[src/rtl/alu16b_pkg.sv]
// Shared definitions for the alu16b sequencer: opcodes, ALU select codes and FSM states.
package alu16b_pkg;

  localparam int DATA_W = 16;

  localparam logic [2:0] OP_LOAD = 3'b000;
  localparam logic [2:0] OP_ADD  = 3'b001;
  localparam logic [2:0] OP_SUB  = 3'b010;
  localparam logic [2:0] OP_MUL  = 3'b011;
  localparam logic [2:0] OP_DIV  = 3'b100;
  localparam logic [2:0] OP_CLRF = 3'b101;

  localparam logic [1:0] SEL_ADD = 2'b00;
  localparam logic [1:0] SEL_SUB = 2'b01;
  localparam logic [1:0] SEL_MUL = 2'b10;
  localparam logic [1:0] SEL_DIV = 2'b11;

  typedef enum logic [1:0] {
    ST_IDLE = 2'd0,
    ST_EXEC = 2'd1,
    ST_RESP = 2'd2
  } state_t;

  // ALU select for an opcode; non-ALU opcodes park the select on add.
  function automatic logic [1:0] op_to_sel(input logic [2:0] op);
    logic [1:0] sel;
    case (op)
      OP_ADD:  sel = SEL_ADD;
      OP_SUB:  sel = SEL_SUB;
      OP_MUL:  sel = SEL_MUL;
      OP_DIV:  sel = SEL_DIV;
      default: sel = SEL_ADD;
    endcase
    return sel;
  endfunction

endpackage

[src/rtl/alu16b_seq.sv]
// Command/response sequencer that drives an external combinational alu16b from an
// accumulator and operand register, one command at a time.
module alu16b_seq
  import alu16b_pkg::*;
#(
  parameter int W = DATA_W
) (
  input  logic         clk,
  input  logic         rst_n,
  input  logic         cmd_valid,
  output logic         cmd_ready,
  input  logic [2:0]   cmd_op,
  input  logic [W-1:0] cmd_data,
  output logic         rsp_valid,
  input  logic         rsp_ready,
  output logic [W-1:0] rsp_data,
  output logic         rsp_ov,
  output logic         rsp_err,
  output logic         ov_sticky,
  output logic [W-1:0] alu_ina,
  output logic [W-1:0] alu_inb,
  output logic [1:0]   alu_sel,
  input  logic [W-1:0] alu_out,
  input  logic         alu_ov
);

  state_t         r_state;
  state_t         w_state_nxt;
  logic           w_accept;

  logic [2:0]     r_op;
  logic [W-1:0]   r_opnd;
  logic [W-1:0]   r_acc;
  logic           r_cmd_ready;
  logic           r_rsp_valid;
  logic [W-1:0]   r_rsp_data;
  logic           r_rsp_ov;
  logic           r_rsp_err;
  logic           r_ov_sticky;
  logic [W-1:0]   r_alu_ina;
  logic [W-1:0]   r_alu_inb;
  logic [1:0]     r_alu_sel;

  logic [W-1:0]   w_acc_nxt;
  logic           w_ov_nxt;
  logic           w_err_nxt;
  logic           w_clr_sticky;

  // FSM state register
  always_ff @(posedge clk or negedge rst_n) begin
    if (!rst_n) begin
      r_state <= ST_IDLE;
    end else begin
      r_state <= w_state_nxt;
    end
  end

  // FSM next-state and command handshake
  always_comb begin
    w_state_nxt = r_state;
    w_accept    = 1'b0;
    case (r_state)
      ST_IDLE: begin
        if (cmd_valid && r_cmd_ready) begin
          w_accept    = 1'b1;
          w_state_nxt = ST_EXEC;
        end else begin
          w_state_nxt = ST_IDLE;
        end
      end
      ST_EXEC: begin
        w_state_nxt = ST_RESP;
      end
      ST_RESP: begin
        if (rsp_ready) begin
          w_state_nxt = ST_IDLE;
        end else begin
          w_state_nxt = ST_RESP;
        end
      end
      default: begin
        w_state_nxt = ST_IDLE;
      end
    endcase
  end

  // Result of the command in EXEC, applied on the edge that leaves EXEC
  always_comb begin
    w_acc_nxt    = r_acc;
    w_ov_nxt     = 1'b0;
    w_err_nxt    = 1'b0;
    w_clr_sticky = 1'b0;
    case (r_op)
      OP_LOAD: begin
        w_acc_nxt = r_opnd;
      end
      OP_ADD, OP_SUB, OP_MUL: begin
        w_acc_nxt = alu_out;
        w_ov_nxt  = alu_ov;
      end
      OP_DIV: begin
        // Divide by zero keeps the accumulator and suppresses the ALU flag.
        if (r_opnd == {W{1'b0}}) begin
          w_err_nxt = 1'b1;
        end else begin
          w_acc_nxt = alu_out;
          w_ov_nxt  = alu_ov;
        end
      end
      OP_CLRF: begin
        w_clr_sticky = 1'b1;
      end
      default: begin
        w_err_nxt = 1'b1;
      end
    endcase
  end

  // Datapath, ALU drive and response registers
  always_ff @(posedge clk or negedge rst_n) begin
    if (!rst_n) begin
      r_op        <= 3'b000;
      r_opnd      <= {W{1'b0}};
      r_acc       <= {W{1'b0}};
      r_cmd_ready <= 1'b0;
      r_rsp_valid <= 1'b0;
      r_rsp_data  <= {W{1'b0}};
      r_rsp_ov    <= 1'b0;
      r_rsp_err   <= 1'b0;
      r_ov_sticky <= 1'b0;
      r_alu_ina   <= {W{1'b0}};
      r_alu_inb   <= {W{1'b0}};
      r_alu_sel   <= SEL_ADD;
    end else begin
      r_cmd_ready <= (w_state_nxt == ST_IDLE);
      if (w_accept) begin
        r_op      <= cmd_op;
        r_opnd    <= cmd_data;
        r_alu_ina <= r_acc;
        r_alu_inb <= cmd_data;
        r_alu_sel <= op_to_sel(cmd_op);
      end
      if (r_state == ST_EXEC) begin
        r_acc       <= w_acc_nxt;
        r_rsp_data  <= w_acc_nxt;
        r_rsp_ov    <= w_ov_nxt;
        r_rsp_err   <= w_err_nxt;
        r_rsp_valid <= 1'b1;
        r_ov_sticky <= w_clr_sticky ? 1'b0 : (r_ov_sticky | w_ov_nxt);
      end else if ((r_state == ST_RESP) && rsp_ready) begin
        r_rsp_valid <= 1'b0;
      end
    end
  end

  assign cmd_ready = r_cmd_ready;
  assign rsp_valid = r_rsp_valid;
  assign rsp_data  = r_rsp_data;
  assign rsp_ov    = r_rsp_ov;
  assign rsp_err   = r_rsp_err;
  assign ov_sticky = r_ov_sticky;
  assign alu_ina   = r_alu_ina;
  assign alu_inb   = r_alu_inb;
  assign alu_sel   = r_alu_sel;

endmodule

[config.mk]
export PLATFORM = sky130hd
export DESIGN_NAME = alu16b_seq
export DESIGN_NICKNAME = d
export VERILOG_FILES = /design/src/rtl/alu16b_pkg.sv /design/src/rtl/alu16b_seq.sv
export SDC_FILE = /design/constraint.sdc
export NUM_CORES = 1
export LEC_CHECK = 0
export ABC_CLOCK_PERIOD_IN_PS = 4950
export CORE_AREA = 2 2 77 79
export DETAILED_ROUTE_END_ITERATION = 8
export DIE_AREA = 0 0 79 81
export MAX_ROUTING_LAYER = met4
export PLACE_DENSITY = 0.9
export SLEW_MARGIN = 5
export SYNTH_ARGS = -nofsm -noshare
export SYNTH_HDL_FRONTEND = slang
export SYNTH_SLANG_ARGS = --single-unit
[constraint.sdc]
create_clock -name clk -period 4.95 [get_ports clk]
set_clock_uncertainty 0.1 [all_clocks]
set_input_delay 1.485 -clock clk [delete_from_list [all_inputs] [get_ports clk]]
set_output_delay 1.485 -clock clk [all_outputs]
set_load 0.005 [all_outputs]
==> results of run 1 <==
## area by class of cell
class,instances,area (µm²)
Fill cell,446,1830
Sequential cell,60,1500
Clock inverter,4,95.1
Timing Repair Buffer,97,971
Tap cell,75,93.8
Multi-Input combinational cell,111,1020
Clock buffer,12,155
Inverter,3,11.3
## metrics by stage
| stage | hold slack, ns | worst slack [ns] |
|---|---|---|
| 3_3_place_gp | 0.388 | 1.72 |
| 5_1_grt | 0.425 | 1.99 |
| 3_5_place_dp | 0.396 | 1.69 |
| 2_1_floorplan | 0.405 | 2.37 |
| 6_report | 0.406 | 2.05 |
| 4_1_cts | 0.410 | 2.03 |
## cells in the mapped netlist (2+ instances only)
library cell | count | area share [%]
nor2_1 | 10 | 1.4
buf_6 | 2 | 0.87
a2bb2oi_2 | 10 | 5.8
inv_1 | 3 | 0.43
a21oi_1 | 4 | 0.77
o21ai_0 | 4 | 0.77
o22ai_1 | 16 | 3.9
dfrtp_1 | 60 | 58
nand2_1 | 5 | 0.72
nor4_2 | 4 | 1.9
buf_2 | 6 | 1.2
mux2_2 | 34 | 15
a2bb2oi_1 | 5 | 1.7
## path summary, 6_finish.rpt
check | from | endpoint | slack, ns | cells past startpoint
min | alu_ina[13]$_DFFE_PN0P_ | alu_ina[13]$_DFFE_PN0P_ | 0.41 | 1
min reg2reg | alu_ina[13]$_DFFE_PN0P_ | alu_ina[13]$_DFFE_PN0P_ | 0.41 | 1
max in group asynchronous | rst_n | alu_ina[3]$_DFFE_PN0P_ | 2.84 | 2
max reg2reg | r_state[0]$_DFF_PN0_ | rsp_data[9]$_DFFE_PN0P_ | 2.52 | 4
min in group asynchronous | rst_n | alu_ina[6]$_DFFE_PN0P_ | 1.06 | 1
max | cmd_valid | alu_inb[4]$_DFFE_PN0P_ | 2.05 | 5
## metal layers
layer	vias up	track usage [%]	routed length (µm)
met5	-	-	0
met4	0	7.24	65
met3	8	8.33	355
met2	62	36.4	3340
met1	972	23.5	2480
li1	889	-	-
## worst max-delay path: stages
cell             delay, ns
clkdlybuf4s50_1       0.45
nand2_1               0.08
nor3_4                0.35
buf_4                 0.30
mux2_2                0.36
## power by group through the flow
stage          logic, mW  clock network, mW  registers (mW)
6_report            1.11              0.552           0.965
5_1_grt             1.20              0.582            1.00
4_1_cts             1.13              0.564           0.965
3_5_place_dp        1.12                  0           0.970
3_3_place_gp        1.08                  0           0.957
2_1_floorplan      0.528                  0           0.943
## flip-flops by register name, summed over array words and instances, names as in the netlist
signal / flops
rsp_valid: 1
rsp_err: 1
alu_sel: 2
r_state: 2
rsp_data: 16
ov_sticky: 1
alu_ina: 16
r_op: 3
alu_inb: 16
cmd_ready: 1
rsp_ov: 1
## kinds of logic after synthesis
kind of cell	share of synthesized area (%)
xor+xnor	0.338
mux	15.1
compound gates	15.4
buf+inv	3.23
flops	57.9
simple gates	8.05
==> impl_metrics.toml, run 1 <==
[run_status]
status = "finished, final reports clean"

[power]
switchingPower_mw = 0.791
finalPower_mw = 2.63
leakage_nw = 1.56
peakVddDrop_uv = 404
seqPwrFrac_pct = 36.7
power_density_nw_per_um2 = 683
p_int_mw = 1.84
share_comb_of_total_power_pct = 42.2
p_clk_share_pct = 21.0
netSwitchingFraction_pct = 30.1

[sta]
post-route-period-util_pct = 58.7
hold_violations = 0
relSlewSlack_pct = 36.3
slew_viol_final = 0
period_minus_slack_ns = 2.90
max_slew.worst_pin.slew_ns = 0.955
fmax_mhz = 344
final-setup-viol-count = 0
rsz0062_at_grt = "no"
setup_tns_ns = 0

[clock_tree]
cts_buffers = 9
clock-sinks = 60
ctsHoldBuffers = 0
cts_max_level = 3
cts_setup_buffers = 0
clock_latency_ns = 0.35
path_clk_slew_ns = 0.06
root_buffer = "clkbuf_8"
cts_resized = 0
cts_buffer_depth = 2
cts_tree = "done"

[yosys]
synth_edf_count = 0
ys_types = 33
synthFlopType = "dfrtp_1"
synthCells = 183
synthesis.area_um2 = 2590
yosysSeqAreaShare_pct = 57.9
ys_ff_latch = 60
synth_nets = 223
async_flop_share_pct = 100
syn_avg_cell_area_um2 = 14.2
ys_warn_count = 0

[layout]
syn_to_final_growth_pct = 48.1
drive_gt1_share_pct = 27.2
finalCoreUtilization_pct = 67.7
diodes = 0
final_area_um2 = 3840
final_common_cell = "clkdlybuf4s50_1"
mostFrequentLayoutCells = "clkdlybuf4s50_1, dfrtp_1, mux2_2"
finalNonFillerCells = 362
finalNetCount = 322

[floorplan]
pin_count = 95
dieArea_um2 = 6400
row_count = 28
core_region_area_um2 = 5680
die_x_um = 79
start_util_pct = 45.7
fp.dieH_um = 81

[route]
drc = 0
drt-pass1-iter-count = 4
routed_wl_mm = 6.24
wl_per_cell_um = 17.2
first_iter_violations = 64
ant_nets = 0
num_vias = 1931
via_per_inst = 5.33

[critical_path]
arrival_ns = 3.03
end_kind = "flop"
critical_path_class = "primary input to flop"
crit_fanout = 13
required_ns = 5.08
cp-start-kind = "primary input"

[worst_hold_path]
holdCritPathClass = "flop to flop"

[job]
maxCapViolCount = 0

[global_route]
antenna_found_initial = 0
grt_max_degree = 32
grtUsageTotal_pct = 21.6
grt_pass1_wl_mm = 9.87
grt_pass1_vias = 2011
overflow = 0

[placement]
dp.cells = 346
gp_congestion = 0.773
placed_area_um2 = 3590
hpwl_mm = 4.38
port_buffers = 94
(Power assumes the default switching activity.)
==> inputs of run 2 (changes only) <==
--- a/config.mk
+++ b/config.mk
@@ -5,12 +5,12 @@
 export SDC_FILE = /design/constraint.sdc
 export NUM_CORES = 1
 export LEC_CHECK = 0
-export ABC_CLOCK_PERIOD_IN_PS = 4950
-export CORE_AREA = 2 2 77 79
+export ABC_CLOCK_PERIOD_IN_PS = 2600
+export CORE_AREA = 2 2 84 86
 export DETAILED_ROUTE_END_ITERATION = 8
-export DIE_AREA = 0 0 79 81
+export DIE_AREA = 0 0 86 88
 export MAX_ROUTING_LAYER = met4
-export PLACE_DENSITY = 0.9
+export PLACE_DENSITY = 0.8
 export SLEW_MARGIN = 5
 export SYNTH_ARGS = -nofsm -noshare
 export SYNTH_HDL_FRONTEND = slang
==> constraint.sdc (replaced) <==
create_clock -name clk -period 2.6 [get_ports clk]
set_clock_uncertainty 0.1 [all_clocks]
set_input_delay 0.78 -clock clk [delete_from_list [all_inputs] [get_ports clk]]
set_output_delay 0.78 -clock clk [all_outputs]
set_load 0.005 [all_outputs]
==> run 2 against run 1 <==
Total power up 87%. Cell area grew 0.55%. Clock-buffer cell count down 1. Core utilization fell by 9.6 points. Die area grew 18%. Register-to-register slack got worse by 2.0 ns. Routed wire length up 0.38%. Global-route usage fell by 3.7 points. First-iteration DRC count up 31%. Sequential power up 92%. Sequential share of layout area shrank 0.21 points. Largest power group unchanged.
==> impl_metrics.toml, run 2 (same netlist as run 1, synthesis figures left out) <==
[clock_tree]
path_clk_slew_ns = 0.07
cts_resized = 0
cts_buffers = 9
clock_latency_ns = 0.33
cts_buffer_depth = 2
root_buffer = "clkbuf_8"
ctsHoldBuffers = 0
cts_setup_buffers = 0
clock-sinks = 60
cts_max_level = 3
cts_tree = "done"

[critical_path]
crit_chain = "clkdlybuf4s50_1"
worst_path_max_delay_cell = "clkdlybuf4s50_1"
critical_path_class = "flop to primary output"
critPathTopFamily = "buffers and inverters"
crit_fanout = 4
cp-start-kind = "flop"
max_stage_delay_ns = 0.54
r2r_cells = 4
required_ns = 1.72
end_kind = "primary output"
r2r-start = "r_state[0]$_DFF_PN0_"
arrival_ns = 1.32
critPathBufInv = 1
path_depth = 1
reg2reg_to = "rsp_data[9]$_DFFE_PN0P_"
regToRegSetupSlack_ns = 0.55

[global_route]
grt_max_degree = 28
grt_pass1_wl_mm = 10.1
grtUsageTotal_pct = 17.9
antenna_found_initial = 0
overflow = 0
grt_pass1_vias = 1993

[route]
via_per_inst = 5.23
num_vias = 1939
drc = 0
first_iter_violations = 84
ant_nets = 0
routed_wl_mm = 6.26
drt-pass1-iter-count = 4
wl_per_cell_um = 16.9

[layout]
finalNetCount = 326
final.fill_count = 548
final_common_cell = "clkdlybuf4s50_1"
diodes = 0
syn_to_final_growth_pct = 48.9
drive_gt1_share_pct = 28.5
mostFrequentLayoutCells = "clkdlybuf4s50_1, dfrtp_1, mux2_2"

[sta]
setup_slack_ns = 0.396
post-route-period-util_pct = 84.8
rsz0062_at_grt = "no"
slew_viol_final = 0
relSlewSlack_pct = 60.7
fmax_mhz = 454
hold_violations = 0
period_minus_slack_ns = 2.20
final-setup-viol-count = 0
setup_tns_ns = 0
max_slew.worst_pin.slew_ns = 0.589

[power]
power_density_nw_per_um2 = 1270
leakage_nw = 1.56
peakVddDrop_uv = 508

[placement]
port_buffers = 94
hpwl_mm = 4.61
gp_congestion = 0.764
dp_slack_ns = 0.267

[floorplan]
start_util_pct = 39.1
fp.dieH_um = 88
dieArea_um2 = 7570
die_x_um = 86
core_region_area_um2 = 6640
row_count = 30
pin_count = 95

[run_status]
status = "finished, final reports clean"

[job]
maxCapViolCount = 0

[worst_hold_path]
holdCritPathClass = "primary input to async pin"
-- run 2: cell count changes in the layout (fill, tap and decap cells not counted) --
cell and change:
clkbuf_1 -1, clkinv_4 +1, buf_4 +4, clkinv_2 -1, clkinvlp_4 +2, bufinv_16 -1
-- run 2: final cells by class --
| type | count | area (µm²) | area share, % |
|---|---|---|---|
| Sequential cell | 60 | 1500 | 38.8 |
| Multi-Input combinational cell | 111 | 1020 | 26.3 |
| Timing Repair Buffer | 101 | 1000 | 25.9 |
| Clock buffer | 11 | 151 | 3.92 |
| Tap cell | 80 | 100 | 2.59 |
| Clock inverter | 5 | 83.8 | 2.17 |
| Inverter | 3 | 11.3 | 0.291 |
-- run 2: worst max path at each step --
stage	start	to	slack, ns
after floorplan	cmd_valid	alu_inb[10]$_DFFE_PN0P_	0.72
after global placement	cmd_valid	alu_inb[2]$_DFFE_PN0P_	0.30
after detailed placement	cmd_valid	alu_inb[0]$_DFFE_PN0P_	0.27
after CTS	alu_inb[9]$_DFFE_PN0P_	alu_inb[9]	0.38
after global routing	r_state[1]$_DFF_PN0_	rsp_data[9]$_DFFE_PN0P_	0.35
final	alu_inb[9]$_DFFE_PN0P_	alu_inb[9]	0.40
-- run 2: power by group --
part	internal, mW	total, mW	switching (mW)
combinational	1.41	2.11	0.699
clock	0.593	0.966	0.373
sequential	1.41	1.85	0.437
-- run 2: metal layers --
layer / part of all wire [%] / GRT usage, %
met3: 5.9 / 6.31
met5: 0 / -
met2: 50 / 29.1
met4: 0.64 / 3.46
met1: 43 / 21.7
-- run 2: metrics by stage --
| stage | utilization, % | area, µm² | hold WS, ns | total power, mW | std cells |
|---|---|---|---|---|---|
| after floorplan | - | 2590 | 0.384 | 2.80 | 183 |
| after global placement | 54.6 | 3630 | 0.389 | 3.91 | 355 |
| after detailed placement | 54.6 | 3630 | 0.395 | 4.00 | 355 |
| after CTS | 58.2 | 3860 | 0.255 | 4.98 | 371 |
| after global routing | 58.2 | 3860 | 0.256 | 5.23 | 371 |
| final | 58.2 | 3860 | 0.262 | 4.92 | 371 |
